File: config.mk
export PLATFORM = sky130hd
export DESIGN_NAME = md_issue_ctrl
export DESIGN_NICKNAME = d
export VERILOG_FILES = /design/src/rtl/md_issue_ctrl.sv
export SDC_FILE = /design/constraint.sdc
export NUM_CORES = 1
export LEC_CHECK = 0
export ABC_AREA = 1
export CAP_MARGIN = 5
export CORE_ASPECT_RATIO = 0.9
export CORE_UTILIZATION = 45
export CTS_CLUSTER_DIAMETER = 40
export DETAILED_ROUTE_END_ITERATION = 7
export GPL_TIMING_DRIVEN = 1
export HOLD_SLACK_MARGIN = 0.02
export PLACE_DENSITY_LB_ADDON = 0.08
export RECOVER_POWER = 25
export SYNTH_ARGS = -nofsm -noshare
export SYNTH_HDL_FRONTEND = slang
export SYNTH_SLANG_ARGS = --single-unit
File: constraint.sdc
create_clock -name Clk -period 2.41 [get_ports Clk]
set_clock_uncertainty 0.1 [all_clocks]
set_input_delay 0.723 -clock Clk [delete_from_list [all_inputs] [get_ports Clk]]
set_output_delay 0.723 -clock Clk [all_outputs]
set_load 0.1 [all_outputs]
File: src/rtl/md_issue_ctrl.sv
// md_issue_ctrl: issue/stall sequencing for the E-stage multiply-divide unit.
// Define MDU_FLUSH_EN to let Flush squash a not-yet-issued E-stage MDU op.
module md_issue_ctrl #(
    parameter int MULT_CYCLES = 5,
    parameter int DIV_CYCLES  = 10,
    parameter int STAT_W      = 32
) (
    input  logic              Clk,
    input  logic              Reset,
    input  logic [3:0]        E_MDType,
    input  logic              D_UseMDU,
    input  logic              Flush,
    output logic [3:0]        MD_TypeOut,
    output logic [31:0]       MD_CalTime,
    output logic              Issue,
    output logic              Busy,
    output logic              Done,
    output logic              Stall,
    output logic [STAT_W-1:0] IssueCnt,
    output logic [STAT_W-1:0] StallCnt
);
    typedef enum logic {IDLE, RUN} state_t;

    localparam logic [7:0] MULT_LAT = 8'(MULT_CYCLES);
    localparam logic [7:0] DIV_LAT  = 8'(DIV_CYCLES);

    state_t            state_q, state_d;
    logic [7:0]        cnt_q, cnt_d;
    logic              done_q, done_d;
    logic [STAT_W-1:0] issue_cnt_q, issue_cnt_d;
    logic [STAT_W-1:0] stall_cnt_q, stall_cnt_d;
    logic              kill, idle, is_long, is_mult, last;
    logic [7:0]        lat;

`ifdef MDU_FLUSH_EN
    assign kill = Flush;
`else
    logic unused_flush;
    assign unused_flush = Flush;
    assign kill         = 1'b0;
`endif

    assign idle     = (state_q == IDLE);
    assign Busy     = (state_q == RUN);
    assign Done     = done_q;
    assign IssueCnt = issue_cnt_q;
    assign StallCnt = stall_cnt_q;

    always_comb begin
        is_long     = E_MDType inside {4'd1, 4'd2, 4'd3, 4'd4};
        is_mult     = E_MDType inside {4'd1, 4'd2};
        lat         = is_mult ? MULT_LAT : DIV_LAT;
        last        = Busy & (cnt_q == 8'd1);
        Issue       = ~Reset & idle & is_long & ~kill;
        Stall       = ~Reset & D_UseMDU & (Busy | Issue);
        MD_TypeOut  = (~Reset & idle & ~kill) ? E_MDType : 4'd0;
        MD_CalTime  = Issue ? {24'd0, lat} : 32'd0;
        // HI/LO are written on the edge leaving RUN, so Done lands one cycle later
        done_d      = ~Reset & last;
        state_d     = Reset ? IDLE : Issue ? RUN : last ? IDLE : state_q;
        cnt_d       = Reset ? 8'd0 : Issue ? lat : Busy ? cnt_q - 8'd1 : cnt_q;
        issue_cnt_d = Reset ? '0 : issue_cnt_q + STAT_W'(Issue);
        stall_cnt_d = Reset ? '0 : stall_cnt_q + STAT_W'(Stall);
    end

    always_ff @(posedge Clk) begin
        state_q     <= state_d;
        cnt_q       <= cnt_d;
        done_q      <= done_d;
        issue_cnt_q <= issue_cnt_d;
        stall_cnt_q <= stall_cnt_d;
    end
endmodule

==> run summary <==
### Status
- **run status** finished, final reports clean

### Synth
- **xor/xnor cell area share of the yosys netlist** 0.0162
- **fraction of the yosys area taken by sequential cells** 0.342
- **synthesized-area fraction occupied by and/or/nand/nor cells** 0.393
- **top cells by area in the synthesized netlist** sky130_fd_sc_hd__dfxtp_1 (34%), sky130_fd_sc_hd__nand2_1 (17%), sky130_fd_sc_hd__nor2_1 (12%)
- **cell type with the largest total area after synthesis** sky130_fd_sc_hd__dfxtp_1
- **post-synth cell types** 25
- **multiplexer fraction of the synthesized cell area** 0
- **number of warnings reported in the yosys synthesis log** 0
- **cell count after synthesis** 701
- **#FFs+latches synth** 74
- **top-area cell type share of the netlist area** 0.342
- **summed instance area of the synthesized netlist** 0.00433 mm^2
- **synthesized area per cell** 6.17 um^2
- **largest family of logic cells by synthesized area** simple AND/OR/NAND/NOR gates
- **complex-gate fraction of the synthesized area** 0.0926
- **adder and majority cell fraction of the synthesized area** 0.0202

### Route
- **detailed-routed wire length on met2** 5.58 mm
- **met3 layer wire length in the routed design** 836 um
- **routed len/inst** 12.5 um
- **via density per instance** 4.94
- **initial DRC count** 268
- **post-detailed-route DRC marker count** 0
- **total routed wirelength** 11.8 mm
- **remaining number of nets flagged by the antenna check after routing** 0
- **routed metal-1 wire length** 5.31 mm
- **DR pass1 iterations** 5
- **total number of vias** 4677
- **uppermost metal layer occupied by signal nets** met4

### Worst setup path
- **worst-path maximum fanout** 3
- **data arrival time at the worst-slack endpoint** 1.58 ns
- **CP startpoint kind** input pin
- **data required time of the critical path** 1.59 ns
- **worst setup path class** in -> out
- **Worst R2R Path Depth** 13
- **type of element capturing the critical path** primary output

### Placed design
- **PortBufs** 82
- **Detailed Place HPWL** 8.89 mm
- **Routability Congestion** 0.928
- **worst setup slack before clock tree synthesis** -0.681 ns
- **dpl cells** 924

### Layout
- **sequential cell area** 0.00149 mm^2
- **share of post-route cells with drive strength above 1** 0.235
- **combined area of the multi-input logic cells** 0.00262 mm^2
- **Final Net Count** 834
- **diode insertion count for antenna repair** 0
- **area grow syn2layout** 42.1%
- **number of filler cells placed in the layout** 806
- **final standard cell utilization of the core** 0.668
- **post-route non-filler standard cell count** 946

### Pwr
- **Static Leak** 2.30 nW
- **relative contribution of combinational cells to total power** 0.196
- **sequential power share** 0.432
- **Worst VDD drop** 0.338 mV
- **part of the total power dissipated in the clock network** 0.372
- **Power Density** 476 mW/mm^2
- **switching pwr** 0.937 mW
- **switching part of the total** 0.320
- **Internal Power** 1.99 mW

### Floorplan
- **effective utilization at floorplan** 0.470
- **count of pins on the block boundary** 112
- **total die area** 0.0100 mm^2
- **standard-cell row count** 33
- **die height** 95.0 um
- **core outline area** 0.00921 mm^2
- **die width** 105 um

### Global route
- **initial antenna violation count** 0
- **total global routing overflow** 0
- **largest net degree at the start of global routing** 37
- **wire length of the first global-routing pass** 19.6 mm
- **number of global-route vias before repair** 4196
- **overall track demand over capacity in global routing** 0.244

### Timing
- **final number of max-transition violations** 0
- **share of the clock period used by the worst path** 0.998
- **total negative slack for setup checks** 0 ns
- **upper clock frequency limit** 416 MHz
- **setup repair after global routing missed its margin** yes
- **post-route minimum period** 2.40 ns
- **Final Setup Violations** 0
- **actual transition at the worst max-transition pin** 0.803 ns
- **post-layout worst setup margin** 0.00589 ns
- **final-report hold violation count** 0
- **max-slew headroom at the worst pin** 0.465

### Clock tree
- **Num CTS Buffers** 9
- **clock-pin slew on the worst setup and hold paths** 0.08 ns
- **Clock Path Buffers** 2
- **number of buffers inserted for hold repair after clock tree synthesis** 0
- **clock tree sinks** 74
- **clock tree from TritonCTS** done
- **Max H-tree Level** 3
- **clock root buffer master** sky130_fd_sc_hd__clkbuf_8
- **clock insertion delay at the later pin of the skew report** 0.35 ns

### Flow run
- **Maximum Capacitance Violations** 0

### Hold path
- **Worst Hold Class** reg -> reg
- **worst hold path depth** 2

flip-flops by register name, indices dropped and copies added, names as in the netlist:
name / flops
IssueCnt: 32
Done: 1
StallCnt: 32
cnt_q: 8
Busy: 1
power groups by stage:
stage | registers, mW | clock network (mW) | logic, mW
final | 1.26 | 1.09 | 0.574
after global routing | 1.27 | 1.17 | 0.611
after CTS | 1.26 | 1.11 | 0.560
after floorplan | 1.31 | 0 | 0.451
after detailed placement | 1.29 | 0 | 0.550
after global placement | 1.29 | 0 | 0.546
worst paths after layout:
check	start	to	slack [ns]
max reg2reg	Busy	StallCnt[12]	0.19
max	E_MDType[0]	Stall	0.006
min	StallCnt[31]	StallCnt[31]	0.38
min reg2reg	StallCnt[31]	StallCnt[31]	0.38
metal layers:
layer  GRT usage  vias to the layer above
met5           0                        -
met4      0.0634                        0
met3      0.0533                       15
met2       0.410                      180
met1       0.320                     2110
li1            -                     2372
layout by cell type, fill, tap and decap left out, types with 2 or more instances in the layout:
cell type / instances
sky130_fd_sc_hd__nand3_1: 36
sky130_fd_sc_hd__buf_12: 32
sky130_fd_sc_hd__dfxtp_1: 73
sky130_fd_sc_hd__nand4_1: 12
sky130_fd_sc_hd__nand2_1: 188
sky130_fd_sc_hd__a21oi_1: 53
sky130_fd_sc_hd__nor3_1: 4
sky130_fd_sc_hd__nand2_2: 4
sky130_fd_sc_hd__nor2_2: 11
sky130_fd_sc_hd__nand3_4: 4
sky130_fd_sc_hd__buf_4: 79
sky130_fd_sc_hd__nor2_1: 124
sky130_fd_sc_hd__inv_2: 5
sky130_fd_sc_hd__clkinvlp_4: 5
sky130_fd_sc_hd__ha_4: 4
sky130_fd_sc_hd__clkbuf_1: 2
sky130_fd_sc_hd__o21a_1: 4
sky130_fd_sc_hd__xnor2_1: 4
sky130_fd_sc_hd__ha_1: 3
sky130_fd_sc_hd__nand2_4: 8
sky130_fd_sc_hd__inv_1: 73
sky130_fd_sc_hd__buf_6: 5
sky130_fd_sc_hd__xor2_1: 4
sky130_fd_sc_hd__inv_4: 2
sky130_fd_sc_hd__bufinv_16: 2
sky130_fd_sc_hd__o21ai_1: 5
sky130_fd_sc_hd__nor2_4: 14
sky130_fd_sc_hd__o21ai_0: 13
sky130_fd_sc_hd__clkbuf_8: 10
sky130_fd_sc_hd__clkinv_2: 2
sky130_fd_sc_hd__nand3_2: 2
sky130_fd_sc_hd__conb_1: 28
timing repair:
action | CTS | global route
setup buffers | 3 | 5
pin swaps | 8 | 11
gates resized for setup | 32 | 9
setup endpoints to repair | 58 | 13
metrics by stage:
step	total power [mW]	hold slack [ns]	instance area [um^2]
floorplan	1.77	0.358	4720
global placement	1.84	0.364	5810
detailed placement	1.84	0.377	5810
CTS	2.93	0.390	6080
global route	3.05	0.418	6150
finish	2.92	0.384	6150
final cells by class:
| type | count | share of cell area |
|---|---|---|
| multi-input combinational | 529 | 0.426 |
| sequential | 74 | 0.242 |
| timing repair buffer | 119 | 0.213 |
| inverter | 86 | 0.0596 |
| tap | 122 | 0.0248 |
| clock buffer | 11 | 0.0230 |
| clock inverter | 5 | 0.0126 |
cell usage after synthesis (all sizes together):
master / count
a21boi: 1
a21oi: 53
buf: 33
clkbuf: 6
conb: 1
dfxtp: 74
ha: 7
inv: 86
nand2: 201
nand3: 42
nand4: 12
nor2: 149
nor3: 4
nor4: 1
o21a: 4
o21ai: 18
o21bai: 1
xnor2: 4
xor2: 4
logic make-up (layout without fill, tap and decap cells):
kind of cell | Yosys count | in the layout
AND/OR/NAND/NOR | 409 | 409
buffers and inverters | 125 | 221
flip-flops | 74 | 74
XOR/XNOR | 8 | 8
other | 1 | 28
AO/OA/AOI/OAI | 77 | 77
adder cells (fa/ha/maj) | 7 | 7
worst max-delay path, cell delays in order:
cell and delay, ns:
sky130_fd_sc_hd__buf_12 0.12, sky130_fd_sc_hd__inv_16 0.05, sky130_fd_sc_hd__nand2_8 0.05, sky130_fd_sc_hd__nand2_4 0.09, sky130_fd_sc_hd__nand3_4 0.09, sky130_fd_sc_hd__nand3_4 0.09, sky130_fd_sc_hd__clkinvlp_4 0.09, sky130_fd_sc_hd__buf_6 0.12
sky130_fd_sc_hd__buf_12 0.15
(Power assumes the default switching activity.)
